$ cat src/rtl/dmem_tport_reader.sv
// -----------------------------------------------------------------------------
// dmem_tport_reader
//
// Read-side engine for the data memory's secondary (t) port. A start command
// latches a word-aligned base address and a word count. The engine then reads
// the block one 32-bit word at a time through the t port and emits each word
// as four bytes, MSB first, over a valid/ready byte stream. The t port is only
// ever read: te and td are tied low.
//
// Ports
//   clk        in   1      system clock, rising edge
//   rst_n      in   1      asynchronous active-low reset
//   start      in   1      command strobe, honoured only while idle
//   base_addr  in   32     byte address of the first word (bits [1:0] dropped)
//   word_cnt   in   CNT_W  number of words to stream (0 = immediate done)
//   ta         out  32     t-port byte address (always the current word addr)
//   te         out  1      t-port write enable, constant 0
//   td         out  32     t-port write data, constant 0
//   rtd        in   32     t-port read data, combinational from ta
//   out_data   out  8      stream byte (0 when not valid)
//   out_valid  out  1      stream byte valid
//   out_ready  in   1      sink accepts the byte
//   busy       out  1      high in every state except IDLE
//   done       out  1      one-cycle pulse at the end of a command
//
// Cycle budget with out_ready held high: one FETCH cycle plus four SEND cycles
// per word, then one DONE cycle, i.e. 5*W+1 busy cycles.
// -----------------------------------------------------------------------------
module dmem_tport_reader #(
  parameter int CNT_W = 16
) (
  input  logic             clk,
  input  logic             rst_n,
  input  logic             start,
  input  logic [31:0]      base_addr,
  input  logic [CNT_W-1:0] word_cnt,
  output logic [31:0]      ta,
  output logic             te,
  output logic [31:0]      td,
  input  logic [31:0]      rtd,
  output logic [7:0]       out_data,
  output logic             out_valid,
  input  logic             out_ready,
  output logic             busy,
  output logic             done
);

  typedef enum logic [1:0] {
    S_IDLE  = 2'd0,
    S_FETCH = 2'd1,
    S_SEND  = 2'd2,
    S_DONE  = 2'd3
  } state_t;

  state_t           state_q, state_d;
  logic [31:0]      addr_q, addr_d;
  logic [CNT_W-1:0] rem_q, rem_d;
  logic [31:0]      shift_q, shift_d;
  logic [1:0]       byte_idx_q, byte_idx_d;

  logic             xfer;

  // A byte leaves only while SEND presents it and the sink takes it.
  assign xfer = (state_q == S_SEND) && out_ready;

  // ---------------------------------------------------------------------------
  // State and datapath registers. Every register is cleared by reset so that
  // an aborted command leaves nothing behind that could leak into the next.
  // ---------------------------------------------------------------------------
  always_ff @(posedge clk or negedge rst_n) begin
    if (!rst_n) begin
      state_q    <= S_IDLE;
      addr_q     <= 32'd0;
      rem_q      <= '0;
      shift_q    <= 32'd0;
      byte_idx_q <= 2'd0;
    end else begin
      state_q    <= state_d;
      addr_q     <= addr_d;
      rem_q      <= rem_d;
      shift_q    <= shift_d;
      byte_idx_q <= byte_idx_d;
    end
  end

  // ---------------------------------------------------------------------------
  // Next-state logic
  // ---------------------------------------------------------------------------
  always_comb begin
    state_d    = state_q;
    addr_d     = addr_q;
    rem_d      = rem_q;
    shift_d    = shift_q;
    byte_idx_d = byte_idx_q;

    unique case (state_q)
      S_IDLE: begin
        if (start) begin
          if (word_cnt != '0) begin
            // Masking keeps every base_addr bit in the cone while forcing
            // word alignment.
            addr_d  = base_addr & 32'hFFFF_FFFC;
            rem_d   = word_cnt;
            state_d = S_FETCH;
          end else begin
            state_d = S_DONE;
          end
        end
      end

      S_FETCH: begin
        // rtd is the combinational read of ta (= addr_q) in this cycle.
        shift_d    = rtd;
        byte_idx_d = 2'd0;
        addr_d     = addr_q + 32'd4;   // wraps naturally at 2^32
        rem_d      = rem_q - CNT_W'(1);
        state_d    = S_SEND;
      end

      S_SEND: begin
        if (xfer) begin
          shift_d    = {shift_q[23:0], 8'd0};
          byte_idx_d = byte_idx_q + 2'd1;
          if (byte_idx_q == 2'd3) begin
            // rem_q was already decremented when this word was fetched.
            state_d = (rem_q != '0) ? S_FETCH : S_DONE;
          end
        end
      end

      S_DONE: begin
        state_d = S_IDLE;
      end

      default: begin
        state_d = S_IDLE;
      end
    endcase
  end

  // ---------------------------------------------------------------------------
  // Outputs: decoded straight from the registered state, so reset clears them
  // in the same delta as the registers.
  // ---------------------------------------------------------------------------
  always_comb begin
    out_valid = 1'b0;
    out_data  = 8'd0;
    if (state_q == S_SEND) begin
      out_valid = 1'b1;
      out_data  = shift_q[31:24];
    end
  end

  assign ta   = addr_q;
  assign te   = 1'b0;
  assign td   = 32'd0;
  assign busy = (state_q != S_IDLE);
  assign done = (state_q == S_DONE);

endmodule

$ cat config.mk
export PLATFORM = sky130hd
export DESIGN_NAME = dmem_tport_reader
export DESIGN_NICKNAME = d
export VERILOG_FILES = /design/src/rtl/dmem_tport_reader.sv
export SDC_FILE = /design/constraint.sdc
export NUM_CORES = 1
export LEC_CHECK = 0
export ABC_AREA = 1
export BUFFER_PORTS_ARGS = -buffer_cell sky130_fd_sc_hd__buf_4
export CAP_MARGIN = 10
export CORE_ASPECT_RATIO = 1.1
export CORE_MARGIN = 1.5
export CORE_UTILIZATION = 48
export DETAILED_ROUTE_END_ITERATION = 16
export PLACE_DENSITY = 0.86
export SLEW_MARGIN = 15
export SYNTH_ARGS = -nofsm -noshare
export SYNTH_HDL_FRONTEND = slang
export SYNTH_SLANG_ARGS = --single-unit
$ cat constraint.sdc
create_clock -name clk -period 1.65 [get_ports clk]
set_input_delay 0.495 -clock clk [delete_from_list [all_inputs] [get_ports clk]]
set_output_delay 0.495 -clock clk [all_outputs]
set_load 0.01 [all_outputs]
[Yosys cells after proc, flatten, opt, wreduce, memory -nomap -nowiden]
Index checks and enable logic that the tools add are counted.
Storage, ports and cells
  word-level logic and storage cells: 44
  bits of input ports: 84
  bits in registers: 84
  output and inout bits: 76
Operators by class
  multiplexer cells: 18
  reduce and logical (&&, ||, !) cells: 10
  $add $sub $neg: 3
  equality and inequality tests: 8
Operators by type and width (number)
  $pmux W32 S2: 2
  $mux W32: 3
  $add A32 B3 Y32 const B: 1
  $mux W16: 2
  $pmux W16 S2: 1
  $reduce_bool A16 Y1: 2
  $sub A16 B1 Y16 const B: 1
  $mux W2: 6
  $mux W8: 1
  $pmux W2 S4: 1
  $eq A2 B2 Y1 const B: 3
  $ne A2 B2 Y1 const B: 3
  $reduce_and A3 Y1: 2
  $reduce_bool A2 Y1: 3
  $pmux W2 S2: 1
  $add A2 B1 Y2 const B: 1
  $eq A2 B1 Y1 const B: 1
  $logic_not A2 Y1: 1
  $ne A2 B1 Y1 const B: 1
  $reduce_and A2 Y1: 1
  $logic_and A1 B1 Y1: 1
  $mux W1: 1

[Depth between registers and ports, before layout]
Gate-level depths: netlist of the first run.
  word-level depth: 5
  gate-level depth with buffers: 11
  gate-level depth less buffers: 11

[Worst setup path before layout of the first run]
Ideal clock, no wire load.
  path kind: register -> output
  start point: reg state_q[0]
  end point: out out_data[0]
  stages on the path, launching flop included: 4
  data arrival time: 1058 ps
  buffers on the path: 0
  path slack: 97 ps
  data required time: 1155 ps
  cells stage by stage: dfrtp_1 nor2_2 clkinv_1 nor2_1
Between the ends
  cells in the longest elaborated chain, start to end: 2
RTL lines
  start, declared: line 55  | state_t state_q, state_d;
  start signal, assigned: line 78  | state_q <= state_d;
  $eq A2 B2 Y1: line 148  | if (state_q == S_SEND) begin
  $mux W8: line 148
  end, declared: line 41  | output logic [7:0] out_data,
Every way passes these cells.

[Worst setup path after layout of the first run]
  start point: reg state_q[0]
  end point: out out_data[5]
Same word-level chain as after synthesis.

==> impl_metrics.yaml, run 1 <==
hold_path:
  hp-class: "in2async"
placed_design:
  gp_congestion: 0.950
  placed_cell_area_mm2: 0.00665
  portBuffers: 122
  hpwl_um: 10900
yosys:
  yosysSeqAreaShare: 0.374
  syn_inst: 864
  yosys_warnings: 0
  ys.flop_type: "dfrtp_1"
  syn_avg_cell_area_um2: 6.34
  synth_most_common_cell: "nand2_1"
  synth_enable_flop_cells: 0
  synth_seq_cells: 82
  ys_types: 24
  synth_area_mm2: 0.00548
  yosys.area.top_type: "dfrtp_1"
  post_synth_main_area_contributors: "dfrtp_1 37%, nand2_1 21%, nor2_1 9.3%, inv_1 6.3%, nand3_1 6.2%"
  ys_async_sr_fraction: 1.00
  synth_top_cells_by_count: "310 x nand2_1, 136 x nor2_1, 92 x inv_1, 82 x dfrtp_1, 68 x nand3_1"
  synth_top_area_frac: 0.374
timing:
  hold_ws_ns: 0.0964
  slew_violations: 0
  finalSetupViolCount: 55
  min_period_ns: 1.96
  fmax_ghz: 0.510
  worst_clock_skew_ns: 0.00632
  setup_ws_ns: -0.311
  fin_crit_sh: 1.19
  hold_viol_final: 0
  rsz0062_at_grt: "true"
clock_tree:
  clkLatencyLatePin_ns: 0.35
  root_buffer: "clkbuf_16"
  cts.htree.levels: 3
  cts.sinks: 82
  cts_tree: "done"
  path_clk_slew_ns: 0.07
  postCtsHoldBufs: 0
  cts_made_buffers: 9
  clockBufferDepth: 2
detailed_routing:
  wl_met1_um: 7140
  via_per_inst: 5.32
  drt-wirelength-per-cell_um: 16.3
  routed-wl-met3_um: 1620
  firstDrtPassIters: 5
  ant_nets: 0
  vias: 6282
  wl_met2_um: 9840
  drc: 0
  drt-initial-drc-count: 586
  wl_um: 19300
  top_layer: "met4"
critical_path:
  cpPeakStageDelay_ns: 0.49
  path_delay_family: "flip-flops"
  cp-start-kind: "register"
  arrival_ns: 1.47
  crit_required_ns: 1.15
  crit_path_top_delay_cell: "dfrtp_2"
  path_cells: "nor2_4 > clkinv_4 > nor2_1 > buf_4"
  path_class: "reg2out"
  crit_fanout: 9
  critPathBufInv: 2
  end_kind: "output pin"
layout:
  drive_gt1_frac: 0.262
  fin_util: 0.698
  final_cell_area_mm2: 0.00769
  antenna_cells: 0
  final_nets: 1115
  multi_input_area_mm2: 0.00300
  nFillCells: 858
  area_delta_synth_final_pct: 40.3
  final-seq-area_mm2: 0.00206
global_route:
  track_usage: 0.280
  grt_first_pass_wirelength_um: 26600
  first_global_vias: 5561
  overflow: 0
  antenna_found_initial: 0
  grt_max_degree: 50
floorplan:
  core_mm2: 0.0110
  dieArea_mm2: 0.0121
  ios: 160
  die_h_um: 115
  start_util: 0.498
  rows: 40
  die_w_um: 105
pwr:
  vdd_ir_drop_max_mv: 1.28
  power.density_mw_per_mm2: 2040
  power_leakage_nw: 3.89
status:
  status: "finished, violations left"
  violations: "setup timing"
run:
  maxCapViolCount: 0
repair_timing:
item                       CTS  global route
setup endpoints to repair   59            92
gates resized for setup     20           101
pin swaps                    4             8
hold endpoints to repair     0             0
buffers inserted             7             8
gates cloned                 5             7
layout by cell type, fill, tap and decap left out, types with 10 or more instances in the layout:
master	n
buf_4	158
dfrtp_2	10
nand3_1	65
conb_1	35
nand2_1	304
o21ai_2	25
nor2_1	123
dfrtp_1	72
o211ai_1	24
inv_1	88
o21ai_1	23
clkbuf_16	15
nor2_2	10
o21ai_0	15
logic make-up after synthesis:
logic type	after synthesis	share of synthesized area
buffers and inverters	162	0.142
XOR/XNOR	3	0.00480
other	1	0.000684
flip-flops	82	0.374
AND/OR/NAND/NOR	525	0.380
adder cells (fa/ha/maj)	3	0.00685
AO/OA/AOI/OAI	88	0.0913
per-stage QoR:
step / power (mW) / cells / setup WS [ns] / TNS [ns]
finish: 15.7 / 1180 / -0.311 / -4.17
global route: 16.7 / 1180 / -0.339 / -7.67
CTS: 13.8 / 1165 / -0.231 / -1.80
detailed placement: 10.7 / 1137 / -0.157 / -4.72
global placement: 10.4 / 1137 / -0.117 / -3.59
floorplan: 8.25 / 898 / 0.0973 / 0
worst reg2reg max path, delay by kind of cell, from the launching register on:
family,cells,cell delay [ns]
buffers and inverters,5,0.67
AOI/OAI and AO/OA,2,0.32
DFF,1,0.43
and+or+nand+nor,3,0.25
state kept, by name, indices dropped and copies added, names as in the netlist:
register and count:
ta 30, rem_q 16, byte_idx_q 2, state_q 2, shift_q 32
area by class of cell:
cell class / count / share of cell area
timing repair buffer: 185 / 0.227
multi-input combinational: 654 / 0.391
clock inverter: 7 / 0.0122
tap: 147 / 0.0239
inverter: 96 / 0.0488
clock buffer: 9 / 0.0293
sequential: 82 / 0.269
report_power, final:
group          internal (mW)  switching, mW
clock                   1.22          0.982
sequential              3.06           1.03
combinational           4.08           5.31
total                   8.36           7.32
layer usage:
layer | vias up | track usage
met5 | - | 0
met4 | 0 | 0.117
met3 | 58 | 0.0663
met2 | 330 | 0.496
met1 | 2931 | 0.327
li1 | 2963 | -
final timing paths:
path	startpoint	end	slack, ns	cells past startpoint
max in group asynchronous	rst_n	state_q[0]	1.25	2
worst min register to register	rem_q[15]	rem_q[15]	0.52	2
worst min-delay path	rst_n	ta[22]	0.1	2
min in group clk	rtd[3]	shift_q[3]	0.35	3
worst max register to register	state_q[1]	shift_q[13]	-0.15	10
worst max-delay path	state_q[0]	out_data[5]	-0.31	4
(Power assumes the default switching activity.)
==> inputs of run 2 (changes only) <==
--- a/config.mk
+++ b/config.mk
@@ -10,9 +10,9 @@
 export CAP_MARGIN = 10
 export CORE_ASPECT_RATIO = 1.1
 export CORE_MARGIN = 1.5
-export CORE_UTILIZATION = 48
+export CORE_UTILIZATION = 25
 export DETAILED_ROUTE_END_ITERATION = 16
-export PLACE_DENSITY = 0.86
+export PLACE_DENSITY = 0.55
 export SLEW_MARGIN = 15
 export SYNTH_ARGS = -nofsm -noshare
 export SYNTH_HDL_FRONTEND = slang
==> run 2 against run 1 <==
Effect of this change: the flow still finishes with violations (setup timing); register-to-register slack lost 0.03 ns; setup slack gained 0.11 ns; via count shrank 6.8%; sequential power shrank 3%; clock-buffer cell count grew 2; cell count grew 13%; critical path depth grew 1; core utilization shrank 34 points; cell area grew 1.3%; global-route usage shrank 13 points; routed wire length shrank 5.2%; combinational power shrank 5.6%; critical path type unchanged; critical endpoint is now out_data[0]; highest routed layer unchanged.
==> impl_metrics.yaml, run 2 (synthesized netlist as in run 1, its figures left out) <==
layout:
  finalNonFillerCells: 1333
  antenna_cells: 0
  layout_common_cells: "297 x nand2_1, 160 x buf_4, 123 x nor2_1, 87 x inv_1, 81 x dfrtp_1"
  largest_reg_flops: 32
  area_delta_synth_final_pct: 42.1
  regMostFlops: "shift_q"
  layout_commonest_cell: "nand2_1"
  drive_gt1_frac: 0.244
  final_nets: 1125
  nFillCells: 2345
pwr:
  fin_total_pwr_mw: 14.8
  power.switching_mw: 6.65
  p_int_mw: 8.11
  p_clk_frac: 0.131
  p_comb_frac: 0.600
  power.density_mw_per_mm2: 1900
  p_seq_frac: 0.269
  power_leakage_nw: 3.87
  power_switching_share: 0.451
  vdd_ir_drop_max_mv: 0.745
global_route:
  grt_first_pass_wirelength_um: 27200
  first_global_vias: 5477
  antenna_found_initial: 0
  overflow: 0
  track_usage: 0.153
  grt_max_degree: 45
timing:
  fin_crit_sh: 1.12
  min_period_ns: 1.85
  rsz0062_at_grt: "true"
  hold_viol_final: 0
  slew_violations: 0
  hold_ws_ns: 0.0717
  finalSetupViolCount: 57
  fmax_ghz: 0.540
  setup_ws_ns: -0.202
  worst_clock_skew_ns: 0.00831
placed_design:
  portBuffers: 122
  gp_congestion: 0.842
  hpwl_um: 12300
  dp_slack_ns: -0.0994
  dp.cells: 1289
status:
  status: "finished, violations left"
  violations: "setup timing"
clock_tree:
  cts_made_buffers: 9
  cts.sinks: 82
  clkLatencyLatePin_ns: 0.35
  cts_tree: "done"
  path_clk_slew_ns: 0.07
  clockBufferDepth: 2
  postCtsHoldBufs: 0
  root_buffer: "clkbuf_16"
  cts.htree.levels: 3
critical_path:
  r2r_cells: 11
  path_class: "reg2out"
  end_kind: "output pin"
  path_cells: "nor2_4 > buf_6 > inv_6 > nor2_2 > buf_4"
  crit_required_ns: 1.15
  arrival_ns: 1.36
  regToRegStartpoint: "state_q[0]"
  cp-start-kind: "register"
  crit_path_top_delay_cell: "dfrtp_2"
  regToRegEndpoint: "rem_q[2]"
  cpPeakStageDelay_ns: 0.43
  crit_fanout: 4
  r2r_slack_ns: -0.18
floorplan:
  dieArea_mm2: 0.0228
  ios: 160
  rows: 56
  die_w_um: 144
  core_mm2: 0.0214
  start_util: 0.256
  die_h_um: 158
hold_path:
  hp-class: "in2async"
detailed_routing:
  ant_nets: 0
  firstDrtPassIters: 5
  via_per_inst: 4.39
  drt-wirelength-per-cell_um: 13.7
  drt-initial-drc-count: 248
  wl_um: 18300
  drc: 0
  vias: 5852
run:
  maxCapViolCount: 0
==> run 2: cell count changes in the layout (fill, tap and decap cells not counted), moves of 4 or more <==
cell,delta
o21ai_0,+27
o21ai_2,-24
dfrtp_1,+9
dfrtp_2,-9
nand2_2,+9
buf_6,+8
nand2_1,-7
buf_16,-4
==> run 2: timing repair <==
item | in CTS | in global routing
setup endpoints to repair | 11 | 62
setup buffers | 9 | 8
pin swaps | 2 | 21
gates cloned | 3 | 10
resized for setup | 13 | 66
==> run 2: layout make-up <==
class	count	area, µm²	share of cell area
Multi-Input combinational cell	654	2920	0.375
Tap cell	290	363	0.0466
Sequential cell	82	2050	0.264
Clock inverter	5	30.0	0.00386
Timing Repair Buffer	194	1800	0.231
Inverter	96	373	0.0479
Clock buffer	11	243	0.0312
Timing Repair inverter	1	8.76	0.00112
==> run 2: critical path: cells and delay by family (launching register included) <==
kind                   cells  cell delay [ns]
and+or+nand+nor            2             0.27
DFF                        1             0.43
buffers and inverters      3             0.31
==> run 2: stage by stage <==
| stage | util | setup TNS [ns] | cell area [µm²] |
|---|---|---|---|
| after floorplan | - | 0 | 5610 |
| after global placement | 0.321 | -2.63 | 6890 |
| after detailed placement | 0.321 | -3.33 | 6890 |
| after CTS | 0.343 | -1.96 | 7350 |
| after global routing | 0.363 | -12.28 | 7790 |
| final | 0.363 | -7.45 | 7790 |
==> run 2: power groups by stage <==
stage | clock network, mW | registers, mW | logic [mW]
final | 1.93 | 3.97 | 8.86
after global routing | 2.06 | 4.12 | 9.89
after CTS | 2.00 | 3.93 | 7.54
after detailed placement | 0 | 3.96 | 6.96
after global placement | 0 | 3.95 | 6.87
after floorplan | 0 | 3.91 | 4.33
==> run 2: routing by layer <==
metal,global-route usage,vias up,part of all wire
li1,-,2973,-
met1,0.186,2687,0.43
met2,0.258,172,0.48
met3,0.0475,20,0.072
met4,0.0457,0,0.020
met5,0,-,0
==> run 2: how the worst max path moves through the flow <==
stage,slack [ns],end,startpoint
3_3_place_gp,-0.09,ta[21],word_cnt[14]
6_report,-0.20,out_data[0],state_q[0]
4_1_cts,-0.21,out_data[0],state_q[1]
3_5_place_dp,-0.1,ta[23],word_cnt[14]
2_1_floorplan,0.1,out_data[0],state_q[0]
5_1_grt,-0.27,rem_q[2],state_q[0]
